`src/rtl/s3_writeback.sv`:
```
// ============================================================================
// Module  : s3_writeback
// Purpose : Pipeline stage 3. Aligns load data, selects the writeback value,
//           and holds the tohost CSR and the cycle/instret counters.
// Rev     : 1.0  initial release
// ============================================================================
`default_nettype none

module s3_writeback #(
  parameter logic [31:0] NOP        = 32'h0000_0013,
  parameter logic [11:0] CSR_TOHOST = 12'h51E
) (
  input  logic        clk,
  input  logic        rst,
  input  logic        stall,
  input  logic        flush,
  input  logic [31:0] instruction_s2,
  input  logic [31:0] alu_result,
  input  logic [31:0] pc_s2,
  input  logic [31:0] mem_rdata,
  output logic [31:0] instruction_s3,
  output logic        valid_s3,
  output logic [4:0]  rd_s3,
  output logic        rf_we,
  output logic [31:0] wb_data,
  output logic [31:0] csr_tohost,
  output logic [31:0] cycle_count,
  output logic [31:0] instret_count
);

  localparam logic [6:0] OP_LUI    = 7'b0110111;
  localparam logic [6:0] OP_AUIPC  = 7'b0010111;
  localparam logic [6:0] OP_JAL    = 7'b1101111;
  localparam logic [6:0] OP_JALR   = 7'b1100111;
  localparam logic [6:0] OP_LOAD   = 7'b0000011;
  localparam logic [6:0] OP_ARI_I  = 7'b0010011;
  localparam logic [6:0] OP_ARI_R  = 7'b0110011;
  localparam logic [6:0] OP_CSR    = 7'b1110011;

  logic [31:0] instr_q, instr_d;
  logic [31:0] alu_q, alu_d;
  logic [31:0] pc_q, pc_d;
  logic        valid_q, valid_d;
  logic [31:0] tohost_q, tohost_d;
  logic [31:0] cycle_q, cycle_d;
  logic [31:0] instret_q, instret_d;

  logic [6:0]  opcode;
  logic [2:0]  func3;
  logic        is_tohost;
  logic [7:0]  ld_byte;
  logic [15:0] ld_half;
  logic [31:0] ld_data;
  logic        tohost_wr;

  assign opcode    = instr_q[6:0];
  assign func3     = instr_q[14:12];
  assign is_tohost = (instr_q[31:20] == CSR_TOHOST);

  always_comb begin
    instr_d = instr_q;
    alu_d   = alu_q;
    pc_d    = pc_q;
    valid_d = valid_q;
    if (flush) begin
      instr_d = NOP;
      alu_d   = 32'd0;
      pc_d    = 32'd0;
      valid_d = 1'b0;
    end else if (!stall) begin
      instr_d = instruction_s2;
      alu_d   = alu_result;
      pc_d    = pc_s2;
      valid_d = 1'b1;
    end
  end

  // The write ignores flush: the CSR instruction already sits in stage 3.
  assign tohost_wr = valid_q && !stall && (opcode == OP_CSR) &&
                     ((func3 == 3'b001) || (func3 == 3'b101)) && is_tohost;

  always_comb begin
    tohost_d  = tohost_wr ? alu_q : tohost_q;
    cycle_d   = cycle_q + 32'd1;
    instret_d = (valid_q && !stall) ? instret_q + 32'd1 : instret_q;
  end

  always_ff @(posedge clk or posedge rst) begin
    if (rst) begin
      instr_q   <= NOP;
      alu_q     <= 32'd0;
      pc_q      <= 32'd0;
      valid_q   <= 1'b0;
      tohost_q  <= 32'd0;
      cycle_q   <= 32'd0;
      instret_q <= 32'd0;
    end else begin
      instr_q   <= instr_d;
      alu_q     <= alu_d;
      pc_q      <= pc_d;
      valid_q   <= valid_d;
      tohost_q  <= tohost_d;
      cycle_q   <= cycle_d;
      instret_q <= instret_d;
    end
  end

  always_comb begin
    case (alu_q[1:0])
      2'd0:    ld_byte = mem_rdata[7:0];
      2'd1:    ld_byte = mem_rdata[15:8];
      2'd2:    ld_byte = mem_rdata[23:16];
      default: ld_byte = mem_rdata[31:24];
    endcase
    ld_half = alu_q[1] ? mem_rdata[31:16] : mem_rdata[15:0];
    case (func3)
      3'b000:  ld_data = {{24{ld_byte[7]}}, ld_byte};
      3'b100:  ld_data = {24'd0, ld_byte};
      3'b001:  ld_data = {{16{ld_half[15]}}, ld_half};
      3'b101:  ld_data = {16'd0, ld_half};
      default: ld_data = mem_rdata;
    endcase
  end

  always_comb begin
    case (opcode)
      OP_LOAD:         wb_data = ld_data;
      OP_JAL, OP_JALR: wb_data = pc_q + 32'd4;
      OP_CSR:          wb_data = is_tohost ? tohost_q : 32'd0;
      default:         wb_data = alu_q;
    endcase
  end

  always_comb begin
    case (opcode)
      OP_LUI, OP_AUIPC, OP_JAL, OP_JALR,
      OP_LOAD, OP_ARI_R, OP_ARI_I, OP_CSR:
        rf_we = valid_q && (instr_q[11:7] != 5'd0);
      default:
        rf_we = 1'b0;
    endcase
  end

  assign instruction_s3 = instr_q;
  assign valid_s3       = valid_q;
  assign rd_s3          = instr_q[11:7];
  assign csr_tohost     = tohost_q;
  assign cycle_count    = cycle_q;
  assign instret_count  = instret_q;

endmodule

`default_nettype wire

```
`config.mk`:
```
export PLATFORM = sky130hd
export DESIGN_NAME = s3_writeback
export DESIGN_NICKNAME = d
export VERILOG_FILES = /design/src/rtl/s3_writeback.sv
export SDC_FILE = /design/constraint.sdc
export NUM_CORES = 1
export LEC_CHECK = 0
export CAP_MARGIN = 0
export CORE_MARGIN = 3
export CORE_UTILIZATION = 48
export DETAILED_ROUTE_END_ITERATION = 12
export GPL_TIMING_DRIVEN = 0
export PLACE_DENSITY = 0.82
export SLEW_MARGIN = 20
export SYNTH_ARGS = -nofsm -noshare
export SYNTH_HDL_FRONTEND = slang
export SYNTH_SLANG_ARGS = --single-unit
```
`constraint.sdc`:
```
create_clock -name clk -period 6.3 [get_ports clk]
set_input_delay 0.63 -clock clk [delete_from_list [all_inputs] [get_ports clk]]
set_output_delay 0.63 -clock clk [all_outputs]
set_load 0.005 [all_outputs]
```
Word level (Yosys, flattened, before mapping):

Cells that the tools add are included.

* register bits after elaboration: 193
* input bits: 132

* $add $sub $neg: 3
* eq/ne operators: 15
* multiplexer cells: 14
* reductions and logical operators: 12

Operators with widths (count)
* $mux 32: 7
* $pmux 32 s4: 1
* $pmux 32 s3: 1
* $add 32x1->32 const B: 2
* $add 32x3->32 const B: 1
* $pmux 8 s3: 1
* $eq 7x7->1 const B: 3
* $mux 16: 1
* $eq 7x5->1 const B: 2
* $eq 7x6->1 const B: 2
* $eq 12x11->1 const B: 1
* $reduce_or 8->1: 1
* $eq 7x2->1 const B: 1
* $eq 3x3->1 const B: 2
* $logic_and 1x1->1: 5
* $reduce_bool 5->1: 1
* $eq 3x1->1 const B: 1
* $logic_not 3->1: 1
* $mux 1: 3
* $eq 2x1->1 const B: 1
* $eq 2x2->1 const B: 1
* $logic_not 2->1: 1
* $ne 2x1->1 const B: 1
* $reduce_or 2->1: 1
* 2 further kinds: 2

Longest topological paths before layout:

Gate-level depths: netlist (run 1).

* word-level depth: 5
* mapped depth: 7
* depth with buffers taken out: 6

Worst setup path before layout (run 1):

No wires, ideal clock.

* kind: flip-flop to output port
* start point: reg pc_q[2]
* end point: out wb_data[18]
* arrival time: 1.906 ns
* data required time: 5.670 ns
* slack: 3.764 ns
* stages on the path, launching flop included: 7
* buffers on the path: 0
* cells stage by stage: dfrtp_1 > ha_1 > nand3_1 > or4_2 > o211a_1 > nor3_1 > a21oi_1

* cells in the longest elaborated chain, start to end: 2

RTL lines
* start: declaration: line 42 `logic [31:0] pc_q, pc_d;`
* start signal: assignment: line 100 `pc_q <= pc_d;`
* $add 32x3->32: line 128 `OP_JAL, OP_JALR: wb_data = pc_q + 32'd4;`
* $pmux 32 s3: line 126 `case (opcode)`
* end: declaration: line 25 `output logic [31:0] wb_data,`

No other way between the ends.

Final worst setup path (run 1):

* start point: reg instr_q[4], in the netlist instruction_s3[4]
* end point: out wb_data[21]

* cells in the longest elaborated chain, start to end: 3
* elaborated cells on any way between the ends: 6
* those cells by class: 4 x eq/ne; 1 x mux; 1 x reduce/logical

RTL lines
* start: declaration: line 40 `logic [31:0] instr_q, instr_d;`
* start signal: assignment: line 98 `instr_q <= instr_d;`
* $eq 7x7->1: line 126
* $reduce_or 2->1: line 126
* $pmux 32 s3 (*): line 126

Mark *: on every way between the ends. The rest lies on a longest branch, timed or not.

==> impl_metrics.csv, run 1 <==
group,metric,value,unit
outcome,status,"finished, final reports clean",
drt,drt_wl_total,32700,um
critical_path,cp_max_fo,10,
place,placed_cells,1509,
sta,maxSlewViolCount,0,
drt,drt-initial-drc-count,751,
pwr,leakage,6.05,nW
sta,period_needed,4390,ps
clocking,clock-sinks,193,
place,io_buffers,296,
pwr,vdd.ir_drop.worst,150,uV
synthesis,synth_fp_nets,1082,
global_route,grt_overflow,0,
final_layout,drive_gt1_share,7.52,%
final_layout,final_cell_count_no_fill,1543,
critical_path,crit_family,"buffers and inverters",
clocking,htreeDepth,4,
synthesis,postSynthCellCount,947,
clocking,clockBufferDepth,2,
drt,drt-pass1-iter-count,7,
sta,final_hold_viol_count,0,
synthesis,ys_seq_elements,193,
clocking,clk-insertion-delay-late,430,ps
drt,wl_per_cell,21.2,um
critical_path,critPathCaptureType,"output pin",
final_layout,areaGrowthSynthToFinish,40.1,%
synthesis,netlist_area,9800,sq um
critical_path,slowest_stage,"dfstp_2",
drt,ant_nets,0,
floorplanning,die_w,149,um
floorplanning,placeableCoreArea,19800,sq um
place,place_area,13100,sq um
floorplanning,start_util,49.5,%
synthesis,async_reset_ff_share,100,%
place,dp_slack,2130,ps
final_layout,postLayoutCellArea,13700,sq um
final_layout,num-fill-cells,1553,
critical_path,cp.required,5670,ps
final_layout,layout_common_cells,"clkdlybuf4s50_1 (296), dfrtp_1 (190), nor2_1 (126)",
flow_run,timing.max_cap.violations,0,
global_route,grt_pass1_wl,49300,um
sta,fin_crit_sh,69.6,%
synthesis,yosysTopAreaCell,"dfrtp_1",
clocking,cts_tree,"done",
floorplanning,row_count,51,
global_route,grt_max_degree,106,
synthesis,ys.flop_type,"dfrtp_1",
final_layout,utilization,69.4,%
synthesis,syn_area_per_cell,10.3,sq um
global_route,grt_usage,29.1,%
place,place_hpwl,24900,um
synthesis,seq_area_frac_synth,49.3,%
global_route,antenna_found_initial,2,
worst_hold_path,hp-class,"flip-flop to flip-flop",
critical_path,crit_arrival,3760,ps
final_layout,layout_commonest_cell,"clkdlybuf4s50_1",
sta,tns,0,ps
place,gp_congestion,0.963,
drt,via_per_inst,5.68,
sta,fmax,228,MHz
synthesis,synth_edf_count,0,
sta,whs,471,ps
critical_path,critical-path-max-stage-delay,580,ps
drt,via_count,8758,
sta,setup_ws,1910,ps
sta,max_slew_margin,25.1,%
synthesis,ys_warn_count,0,
floorplanning,dieArea,22200,sq um
clocking,cts_setup_buffers,0,
drt,drc_errors,0,
sta,clock_skew,11.5,ps
sta,rsz0062_at_grt,"false",
clocking,ctsHoldBuffers,0,
final_layout,nNetsFinal,1398,
floorplanning,chipHeight,149,um
synthesis,synth_top_area_share,48.5,%
critical_path,path_class,"flip-flop to output pin",
synthesis,yosys.cell_types.count,53,
global_route,grt_pass1_vias,8595,
critical_path,start_kind,"flip-flop",
sta,finalSetupViolations,0,
clocking,cts_resized,0,
pwr,power,2.90,mW
pwr,power_per_cell_area,211,nW/um^2
clocking,cts_root_buf,"clkbuf_16",
critical_path,path_buf_inv,3,
clocking,cts_buffers,17,
synthesis,synth_area_leaders,"dfrtp_1 (49%), mux2i_1 (10%), nor2_1 (4.8%)",
floorplanning,ios,299,
clocking,clkSlewWorstSetupHoldPaths,70,ps
critical_path,path_cells,"and4b_1 > nand3_1 > and2_1 > buf_2 > buf_1 > a222oi_1 > o21ai_0 > clkdlybuf4s50_1",
sta,tightest_slew,1110,ps
## final cells by class
type	count	area, sq um	share of cell area, %
diodes	2	5.00	0.0364
plain buffers	61	256	1.87
clock buffers	18	439	3.20
clock inverters	14	146	1.07
inverters	24	97.6	0.711
multi-input cells	669	4630	33.7
flip-flops and latches	193	4830	35.2
well taps	265	332	2.41
repair buffers	297	2990	21.8
## power by group
group / switching (mW) / internal, mW
logic: 0.214 / 0.254
registers: 0.0637 / 1.29
clock network: 0.532 / 0.540
total: 0.809 / 2.09
## synthesized netlist by cell type, types with 2 or more instances
master / count
and2_1: 7
o21ai_0: 15
mux2i_1: 100
and3_1: 14
o221ai_1: 7
xor2_1: 33
nor2_1: 126
a211o_1: 3
nor4_1: 8
and4_1: 10
a21oi_1: 18
or4_1: 5
buf_1: 16
mux2_2: 36
nand2b_1: 17
buf_2: 6
ha_1: 3
xnor2_1: 49
dfrtp_1: 190
a31oi_1: 11
nor2b_1: 5
clkbuf_1: 33
a221o_1: 8
inv_1: 24
nand4_1: 17
a222oi_1: 12
buf_4: 5
a22oi_1: 13
nand4b_1: 2
o211a_1: 2
nand3_1: 39
nor3_1: 19
dfstp_2: 3
or3_1: 5
o211ai_1: 8
nand2_1: 61
## registers in the layout, summed over array words and instances (netlist names)
| name | cells |
|---|---|
| alu_q | 32 |
| instret_count | 32 |
| instruction_s3 | 32 |
| csr_tohost | 32 |
| cycle_count | 32 |
| pc_q | 32 |
| valid_s3 | 1 |
## logic make-up after synthesis
group	share of synthesized area, %
DFF	49.3
xor gates and xnor gates	7.33
and+or+nand+nor	17.3
buffers and inverters	3.54
AOI/OAI and AO/OA	7.58
muxes	14.6
adders and majority gates	0.383
## path summary, 6_finish.rpt
check                                   startpoint                 to  slack (ps)  depth (start not counted)
min in group asynchronous                      rst    cycle_count[24]         680                          2
max in group asynchronous                      rst          alu_q[22]        4690                          3
worst max register to register  instruction_s3[26]      csr_tohost[1]        3800                          7
worst min-delay path             instret_count[31]  instret_count[31]         470                          1
worst max-delay path             instruction_s3[4]        wb_data[21]        1910                          8
worst min register to register   instret_count[31]  instret_count[31]         470                          1
## per-layer routing
metal	GRT usage, %	vias to the layer above	routed length [um]
met5	0	-	0
met4	10.3	0	825
met3	8.60	52	3330
met2	45.1	426	15200
met1	39.1	4292	13300
li1	-	3988	-
Power figures use the tool's default switching activity.
==> inputs of run 2 (changes only) <==
--- a/config.mk
+++ b/config.mk
@@ -7,10 +7,10 @@
 export LEC_CHECK = 0
 export CAP_MARGIN = 0
 export CORE_MARGIN = 3
-export CORE_UTILIZATION = 48
+export CORE_UTILIZATION = 43
 export DETAILED_ROUTE_END_ITERATION = 12
 export GPL_TIMING_DRIVEN = 0
-export PLACE_DENSITY = 0.82
+export PLACE_DENSITY = 0.77
 export SLEW_MARGIN = 20
 export SYNTH_ARGS = -nofsm -noshare
 export SYNTH_HDL_FRONTEND = slang
==> constraint.sdc (replaced) <==
create_clock -name clk -period 3.6 [get_ports clk]
set_input_delay 0.36 -clock clk [delete_from_list [all_inputs] [get_ports clk]]
set_output_delay 0.36 -clock clk [all_outputs]
set_load 0.005 [all_outputs]
==> run 2 against run 1 <==
Routed wire length up 3.3%. Worst setup slack worse by 1900 ps. Power increased by 77%. Critical path type unchanged.
==> impl_metrics.csv, run 2 (same netlist as run 1, synthesis figures left out) <==
group,metric,value,unit
sta,tightest_slew,923,ps
drt,wl_per_cell,21.6,um
place,place_area,13200,sq um
sta,rsz0062_at_grt,"true",
global_route,grt_max_degree,35,
sta,final_hold_viol_count,0,
final_layout,areaGrowthSynthToFinish,42.2,%
global_route,top_usage_layer,"met2",
pwr,combPwrFrac,16.3,%
sta,finalSetupViolations,0,
clocking,clk-insertion-delay-late,440,ps
clocking,clkSlewWorstSetupHoldPaths,80,ps
final_layout,nNetsFinal,1404,
pwr,p_int,3.67,mW
global_route,grt_util_met1,37.1,%
final_layout,seq_area,4830,sq um
critical_path,crit_arrival,3220,ps
clocking,htreeDepth,4,
sta,max_slew_margin,38.5,%
pwr,swShare,28.4,%
sta,tns,0,ps
final_layout,multi_input_area,4690,sq um
global_route,grt_overflow,0,
global_route,antenna_found_initial,1,
place,io_buffers,296,
clocking,cts_buffers,17,
pwr,clock_power_share,37.3,%
place,place_hpwl,25700,um
final_layout,postLayoutCellArea,13900,sq um
drt,drt-initial-drc-count,782,
sta,period_needed,3580,ps
critical_path,reg2reg_depth,7,
pwr,leakage,6.17,nW
drt,drt-pass1-iter-count,8,
drt,ant_nets,0,
floorplanning,ios,299,
clocking,ctsHoldBuffers,0,
sta,fmax,279,MHz
critical_path,r2r_end,"csr_tohost[8]",
pwr,vdd.ir_drop.worst,238,uV
final_layout,layout_commonest_cell,"clkdlybuf4s50_1",
pwr,power,5.13,mW
clocking,cts_tree,"done",
drt,via_per_inst,5.67,
critical_path,start_kind,"flip-flop",
clocking,cts_root_buf,"clkbuf_16",
final_layout,num-fill-cells,1806,
floorplanning,placeableCoreArea,22100,sq um
critical_path,reg2reg_from,"instruction_s3[25]",
final_layout,layout_common_cells,"clkdlybuf4s50_1 (296), dfrtp_1 (189), nor2_1 (126)",
sta,setup_ws,19.1,ps
place,gp_congestion,0.961,
drt,drt_wl_total,33800,um
clocking,clockBufferDepth,2,
sta,fin_crit_sh,99.5,%
critical_path,reg2reg_slack,1060,ps
pwr,power_per_cell_area,368,nW/um^2
pwr,seqPwrFrac,46.4,%
floorplanning,start_util,44.4,%
sta,clock_skew,14.1,ps
global_route,grt_usage,26.8,%
global_route,grt_pass1_vias,8776,
pwr,p_sw,1.45,mW
floorplanning,dieArea,24600,sq um
drt,drc_errors,0,
final_layout,drive_gt1_share,9.28,%
critical_path,path_class,"flip-flop to output pin",
critical_path,critPathCaptureType,"output pin",
worst_hold_path,hp-class,"input pin to async pin",
floorplanning,row_count,54,
sta,maxSlewViolCount,0,
floorplanning,die_w,157,um
drt,via_count,8861,
critical_path,cp_max_fo,10,
floorplanning,chipHeight,157,um
clocking,clock-sinks,193,
flow_run,timing.max_cap.violations,0,
critical_path,cp.required,3240,ps
global_route,grt_pass1_wl,50700,um
place,dp_slack,14.2,ps
outcome,status,"finished, final reports clean",
final_layout,utilization,63.1,%
global_route,met2_usage,42.6,%
global_route,use_met3,5.64,%
-- run 2: worst max-delay path by stage --
stage / start / slack (ps) / to
2_1_floorplan: rst / 750 / alu_q[0]
3_3_place_gp: rst / -810 / alu_q[21]
5_1_grt: instruction_s3[1] / -90 / wb_data[21]
3_5_place_dp: mem_rdata[31] / 10 / wb_data[28]
6_report: instruction_s3[1] / 20 / wb_data[28]
4_1_cts: instruction_s3[13] / 8 / wb_data[2]
-- run 2: layout make-up --
class | instances | area share, %
tap | 280 | 2.51
antenna | 1 | 0.0180
sequential | 193 | 34.7
clock inverter | 14 | 1.12
clock buffer | 18 | 3.15
timing repair buffer | 303 | 22.2
buffer | 61 | 1.95
inverter | 24 | 0.673
multi-input combinational | 669 | 33.7
-- run 2: timing repair --
item	CTS	global route
endpoints found under the hold margin	0	0
setup buffers	1	0
pin swaps	0	2
setup endpoints to repair	33	17
gates resized for setup	13	16
-- run 2: per-stage QoR --
| step | hold slack, ps | cells |
|---|---|---|
| finish | 395 | 1563 |
| global route | 451 | 1563 |
| CTS | 400 | 1562 |
| detailed placement | 462 | 1529 |
| global placement | 460 | 1523 |
| floorplan | 465 | 947 |
-- run 2: critical path, stage by stage, from the launching register on --
cell	delay, ps
dfstp_2	600
and4bb_2	290
o21ai_1	160
and2_1	190
buf_2	200
a222oi_1	590
o21ai_1	250
clkdlybuf4s50_1	510
-- run 2: routing by layer --
layer  routed length (um)  share of wire (%)
met4                  865                2.6
met1                13900                 41
met2                16100                 48
met5                    0                  0
met3                 2980                8.8
-- run 2: power groups by stage --
| stage | logic, mW | registers (mW) | clock network, mW |
|---|---|---|---|
| detailed placement | 0.827 | 2.42 | 0 |
| finish | 0.837 | 2.38 | 1.91 |
| global placement | 0.798 | 2.41 | 0 |
| floorplan | 0.346 | 2.39 | 0 |
| global route | 0.899 | 2.39 | 2.02 |
| CTS | 0.834 | 2.37 | 1.94 |
